==> src/rtl/dbg_event_trace_buffer.sv <==
// Event-trace capture: timestamps rising edges of the stage handshake strobes and
// queues them in a first-word-fall-through FIFO drained over a valid/ready port.
module dbg_event_trace_buffer #(
  parameter int DEPTH = 64,
  parameter int TS_W  = 24,
  parameter int EVT_W = 8
) (
  input  logic                     clk,
  input  logic                     rst,
  input  logic                     arm_i,
  input  logic                     stop_i,
  input  logic                     clear_i,
  input  logic [EVT_W-1:0]         evt_i,
  input  logic                     rd_rdy_i,
  output logic                     rd_vld_o,
  output logic [31:0]              rd_data_o,
  output logic [$clog2(DEPTH):0]   cnt_o,
  output logic [1:0]               state_o,
  output logic                     overflow_o
);

  localparam int AW = $clog2(DEPTH);
  localparam int CW = AW + 1;

  typedef enum logic [1:0] {
    IDLE    = 2'd0,
    CAPTURE = 2'd1,
    DONE    = 2'd2
  } state_t;

  state_t            state_reg, state_next;
  logic [EVT_W-1:0]  evt_prev_reg;
  logic [EVT_W-1:0]  rise;
  logic [TS_W-1:0]   ts_reg;
  logic [31:0]       mem [DEPTH];
  logic [AW-1:0]     wr_ptr_reg, rd_ptr_reg;
  logic [CW-1:0]     cnt_reg;
  logic              overflow_reg;
  logic [31:0]       last_reg;
  logic              empty, full, pop, push_try, push, drop;

  assign rise     = evt_i & ~evt_prev_reg;
  assign empty    = (cnt_reg == '0);
  assign full     = (cnt_reg == CW'(DEPTH));
  assign pop      = !empty && rd_rdy_i;
  assign push_try = (state_reg == CAPTURE) && !clear_i && !stop_i && (rise != '0);
  // A full FIFO only drops when the same cycle does not free a slot.
  assign drop     = push_try && full && !pop;
  assign push     = push_try && !drop;

  always_comb begin
    state_next = state_reg;
    if (clear_i) begin
      state_next = IDLE;
    end else begin
      case (state_reg)
        IDLE, DONE: if (arm_i) state_next = CAPTURE;
        CAPTURE:    if (stop_i || drop) state_next = DONE;
        default:    state_next = IDLE;
      endcase
    end
  end

  always_ff @(posedge clk) begin
    if (rst) state_reg <= IDLE;
    else     state_reg <= state_next;
  end

  always_ff @(posedge clk) begin
    if (push) mem[wr_ptr_reg] <= {ts_reg, rise};
  end

  always_ff @(posedge clk) begin
    if (rst) begin
      evt_prev_reg <= '0;
      ts_reg       <= '0;
      wr_ptr_reg   <= '0;
      rd_ptr_reg   <= '0;
      cnt_reg      <= '0;
      overflow_reg <= 1'b0;
      last_reg     <= '0;
    end else begin
      evt_prev_reg <= evt_i;
      if (clear_i) begin
        ts_reg       <= '0;
        wr_ptr_reg   <= '0;
        rd_ptr_reg   <= '0;
        cnt_reg      <= '0;
        overflow_reg <= 1'b0;
      end else begin
        if (push) wr_ptr_reg <= wr_ptr_reg + 1'b1;
        if (pop) begin
          rd_ptr_reg <= rd_ptr_reg + 1'b1;
          last_reg   <= mem[rd_ptr_reg];
        end
        cnt_reg <= cnt_reg + CW'(push) - CW'(pop);
        if (drop) overflow_reg <= 1'b1;
        // Timestamp restarts on arm, counts while capturing, saturates at all-ones.
        if (state_reg != CAPTURE) begin
          if (arm_i) ts_reg <= '0;
        end else if (ts_reg != '1) begin
          ts_reg <= ts_reg + 1'b1;
        end
      end
    end
  end

  assign rd_vld_o   = !empty;
  assign rd_data_o  = empty ? last_reg : mem[rd_ptr_reg];
  assign cnt_o      = cnt_reg;
  assign state_o    = state_reg;
  assign overflow_o = overflow_reg;

endmodule

==> config.mk <==
export PLATFORM = sky130hd
export DESIGN_NAME = dbg_event_trace_buffer
export DESIGN_NICKNAME = d
export VERILOG_FILES = /design/src/rtl/dbg_event_trace_buffer.sv
export SDC_FILE = /design/constraint.sdc
export NUM_CORES = 2
export LEC_CHECK = 0
export BUFFER_PORTS_ARGS = -buffer_cell sky130_fd_sc_hd__buf_2
export CAP_MARGIN = 0
export CORE_MARGIN = 2
export CORE_UTILIZATION = 28
export DETAILED_ROUTE_END_ITERATION = 8
export SKIP_LAST_GASP = 1
export SYNTH_ARGS = -nofsm -noshare
export SYNTH_HDL_FRONTEND = slang
export SYNTH_SLANG_ARGS = --single-unit
==> constraint.sdc <==
create_clock -name clk -period 6.7 [get_ports clk]
set_clock_uncertainty 0.15 [all_clocks]
set_input_delay 0 -clock clk [delete_from_list [all_inputs] [get_ports clk]]
set_output_delay 0 -clock clk [all_outputs]
set_load 0.1 [all_outputs]
==> flow_metrics.env <==
export IMPL_outcome="complete, no violations"
export IMPL_crit_path_cell_trace="buf_4, and3_2, a22oi_1, nand4_1, o21ai_0, o21ai_0, buf_2"
export IMPL_yosys_warn_count=0
export IMPL_synthMuxAreaShare=0.161
export IMPL_synth_top_family_by_area="multiplexers"
export IMPL_clkSlewWorstSetupHoldPaths_ns=0.06
export IMPL_timing_final_crit_share=0.819
export IMPL_worst_supply_voltage_drop_on_vdd_mv=0.448
export IMPL_clock_tree_htree_level_count=4
export IMPL_total_of_max_cap_violations=0
export IMPL_detail_route_wl_per_cell_um=25.5
export IMPL_criticalPathCategory="register to primary output"
export IMPL_unrepaired_setup_endpoints_after_global_routing="no"
export IMPL_global_route_usage_total=0.141
export IMPL_post_synth_instance_area_um2=83300
export IMPL_floorplan_die_height_um=549
export IMPL_placed_cell_area_um2=89100
export IMPL_design_area_um2=96400
export IMPL_synth_compound_area_share=0.0313
export IMPL_p_leak_nw=30.2
export IMPL_nFillCells=28000
export IMPL_count_of_mapped_cells_out_of_synthesis=4115
export IMPL_ys_types=62
export IMPL_yosys_area_share_simple=0.0262
export IMPL_placement_io_buffers=56
export IMPL_boundaryPins=57
export IMPL_avgViaCountPerCell=4.92
export IMPL_largest_register_ffs=2048
export IMPL_grt_overflow_total=0
export IMPL_number_of_antenna_violating_nets_in_the_routed_design=0
export IMPL_cellInternalPower_mw=21.8
export IMPL_power_share_clock=0.403
export IMPL_die_area_um2=302000
export IMPL_final_cell_mix="sky130_fd_sc_hd__edfxtp_1, sky130_fd_sc_hd__mux4_2, sky130_fd_sc_hd__mux2i_1, sky130_fd_sc_hd__clkbuf_16, sky130_fd_sc_hd__nand2_1"
export IMPL_worst_endpoint_data_arrival_time_ns=5.34
export IMPL_worst_skew_pair_late_latency_ns=0.85
export IMPL_place_congestion=0.814
export IMPL_yosys_area_share_xor_xnor=0.00337
export IMPL_via_count=41600
export IMPL_grt_pass1_vias=41800
export IMPL_sequential_cell_area_um2=63400
export IMPL_first_pass_iters=6
export IMPL_ys_top_cells_by_area="sky130_fd_sc_hd__edfxtp_1, sky130_fd_sc_hd__mux4_2, sky130_fd_sc_hd__mux2i_1"
export IMPL_die_w_um=549
export IMPL_switching_part_of_the_total_power=0.252
export IMPL_cts_buffers=214
export IMPL_drc=0
export IMPL_synthesis_area_per_instance_um2=20.2
export IMPL_crit_family="compound AO/OA/AOI/OAI gates"
export IMPL_final_net_count=4356
export IMPL_count_of_flip_flops_with_a_built_in_enable_after_synthesis=2048
export IMPL_relSlewSlack=0.116
export IMPL_synth_fa_ha_area_frac=0.00204
export IMPL_power_per_cell_area_nw_per_um2=302
export IMPL_drt_first_iter_violations=4825
export IMPL_row_count=200
export IMPL_hold_class="primary input to register"
export IMPL_synth_flop_cell="sky130_fd_sc_hd__edfxtp_1"
export IMPL_setup_worst_path_end_class="primary output"
export IMPL_fmax_mhz=182
export IMPL_hpwlAfterDp_um=127000
export IMPL_clock_path_buffers=3
export IMPL_finalWirelength_um=216000
export IMPL_grt_start_max_net_pins=145
export IMPL_grt_antenna_before_repair=14
export IMPL_coreArea_um2=296000
export IMPL_initial_core_util=0.281
export IMPL_fin_setup_tns_ns=0
export IMPL_cell_seen_most_often_among_critical_path_stages="sky130_fd_sc_hd__o21ai_0"
export IMPL_syn2layout_area_growth_pct=15.7
export IMPL_critPathMaxStageDelay_ns=0.93
export IMPL_syn_num_nets=4142
export IMPL_timing_final_crit_period_ns=5.49
export IMPL_timing_final_hold_violations=0
export IMPL_grt_first_pass_wirelength_um=309000
export IMPL_layout_cells_most_common="sky130_fd_sc_hd__edfxtp_1"
export IMPL_p_comb_frac=0.096
export IMPL_worstMarginPinSlew_ns=1.32
export IMPL_critPathMaxFanout=42
export IMPL_root_buffer="sky130_fd_sc_hd__clkbuf_16"
export IMPL_synth_top_area_frac=0.739
export IMPL_critical_path_slowest_cell="sky130_fd_sc_hd__and3_2"
export IMPL_tritoncts="done"
export IMPL_crit_buf_inv=2
export IMPL_synth_sequential_area_ratio=0.761
export IMPL_final_max_slew_viol_count=0
export IMPL_drive_above_1_share=0.245
export IMPL_critPathRequiredTime_ns=6.55
export IMPL_multi_input_area_um2=19300
export IMPL_power_sequential_fraction=0.501
export IMPL_synth_area_leader_cell="sky130_fd_sc_hd__edfxtp_1"
export IMPL_power_net_switching_mw=7.34
export IMPL_kind_of_launch_point_of_the_worst_setup_path="register"
export IMPL_yosys_register_bits=2140
export IMPL_numClockSinks=2140
export IMPL_async_reset_ff_frac=0
export IMPL_final_setup_viol_count=0
power groups by stage:
stage          logic, mW  registers (mW)  clock network (mW)
3_3_place_gp        2.80            14.9                   0
4_1_cts             2.82            14.6                11.9
3_5_place_dp        2.81            14.9                   0
5_1_grt             2.92            14.6                12.4
2_1_floorplan       1.89            15.0                   0
6_report            2.80            14.6                11.7
cell type report:
| cell class | instances | area share |
|---|---|---|
| inverters | 14 | 0.000545 |
| multi-input cells | 1724 | 0.200 |
| flip-flops and latches | 2140 | 0.658 |
| clock buffers | 258 | 0.0581 |
| well taps | 3939 | 0.0511 |
| diodes | 3 | 0.0000779 |
| clock inverters | 146 | 0.0136 |
| repair buffers | 235 | 0.0189 |
worst min-delay path, stage by stage:
cell and delay [ns]:
sky130_fd_sc_hd__dlygate4sd3_1 0.52, sky130_fd_sc_hd__buf_2 0.11, sky130_fd_sc_hd__or3b_2 0.19, sky130_fd_sc_hd__nor2_1 0.08, sky130_fd_sc_hd__nor2_1 0.09, sky130_fd_sc_hd__nor2_1 0.04
Yosys cell counts, drive strengths merged, types with 2 or more instances:
cell type  number
and2            7
a221o          25
o21bai          2
and3            7
a211o           2
a21o            2
inv            14
a2111oi         2
edfxtp       2048
nor2b          26
mux4          409
xor2           20
ha             12
dfxtp          92
o21ai          62
nor4            2
nand2         165
a22o            2
o211ai          3
nor2          126
a211oi         20
mux2           54
nand3          65
a21oi          66
o211a           2
clkbuf         89
or4             3
nand3b          6
o22ai          48
xnor2          12
nor3            5
o311ai          2
or3b            3
a22oi         125
or3             8
buf           148
mux2i         359
nand2b          8
o31ai          13
nand4          33
or2             4
and4            3
o21a            2
metal layers:
metal	wire [µm]	up-vias	GRT usage
met5	27	-	0
met4	5000	4	0.0375
met3	15500	283	0.0256
met2	103000	1594	0.229
met1	92100	22300	0.194
li1	-	17400	-
worst paths after layout:
path | startpoint | endpoint | slack (ns) | cells past startpoint
worst min register to register | last_reg[7] | last_reg[7] | 0.31 | 2
worst max register to register | evt_prev_reg[4] | mem[43][5] | 2.24 | 8
worst max-delay path | register | rd_data_o[11] | 1.21 | 7
worst min-delay path | rd_rdy_i | overflow_o | 0.12 | 6
through the flow:
stage / setup WS [ns] / power [mW] / hold slack (ns) / util / cells
final: 1.21 / 29.1 / 0.119 / 0.325 / 8459
after global routing: 1.14 / 29.9 / 0.141 / 0.325 / 8457
after CTS: 1.18 / 29.3 / 0.0530 / 0.325 / 8456
after detailed placement: 2.12 / 17.7 / 0.110 / 0.301 / 8015
after global placement: 2.11 / 17.7 / 0.102 / 0.301 / 8015
after floorplan: 1.87 / 16.8 / -0.0218 / - / 4115
repair_timing:
item | in CTS | in global routing
hold buffers | 37 | 0
hold endpoints to repair | 579 | 0
setup buffers | 0 | 0
gates resized for setup | 0 | 0
logic make-up after synthesis:
family | after synthesis
mux | 822
simple gates | 473
compound gates | 384
xor+xnor | 32
fa+ha+maj | 13
buf+inv | 251
flops | 2140
No activity file was read; power rests on OpenSTA's default activity.
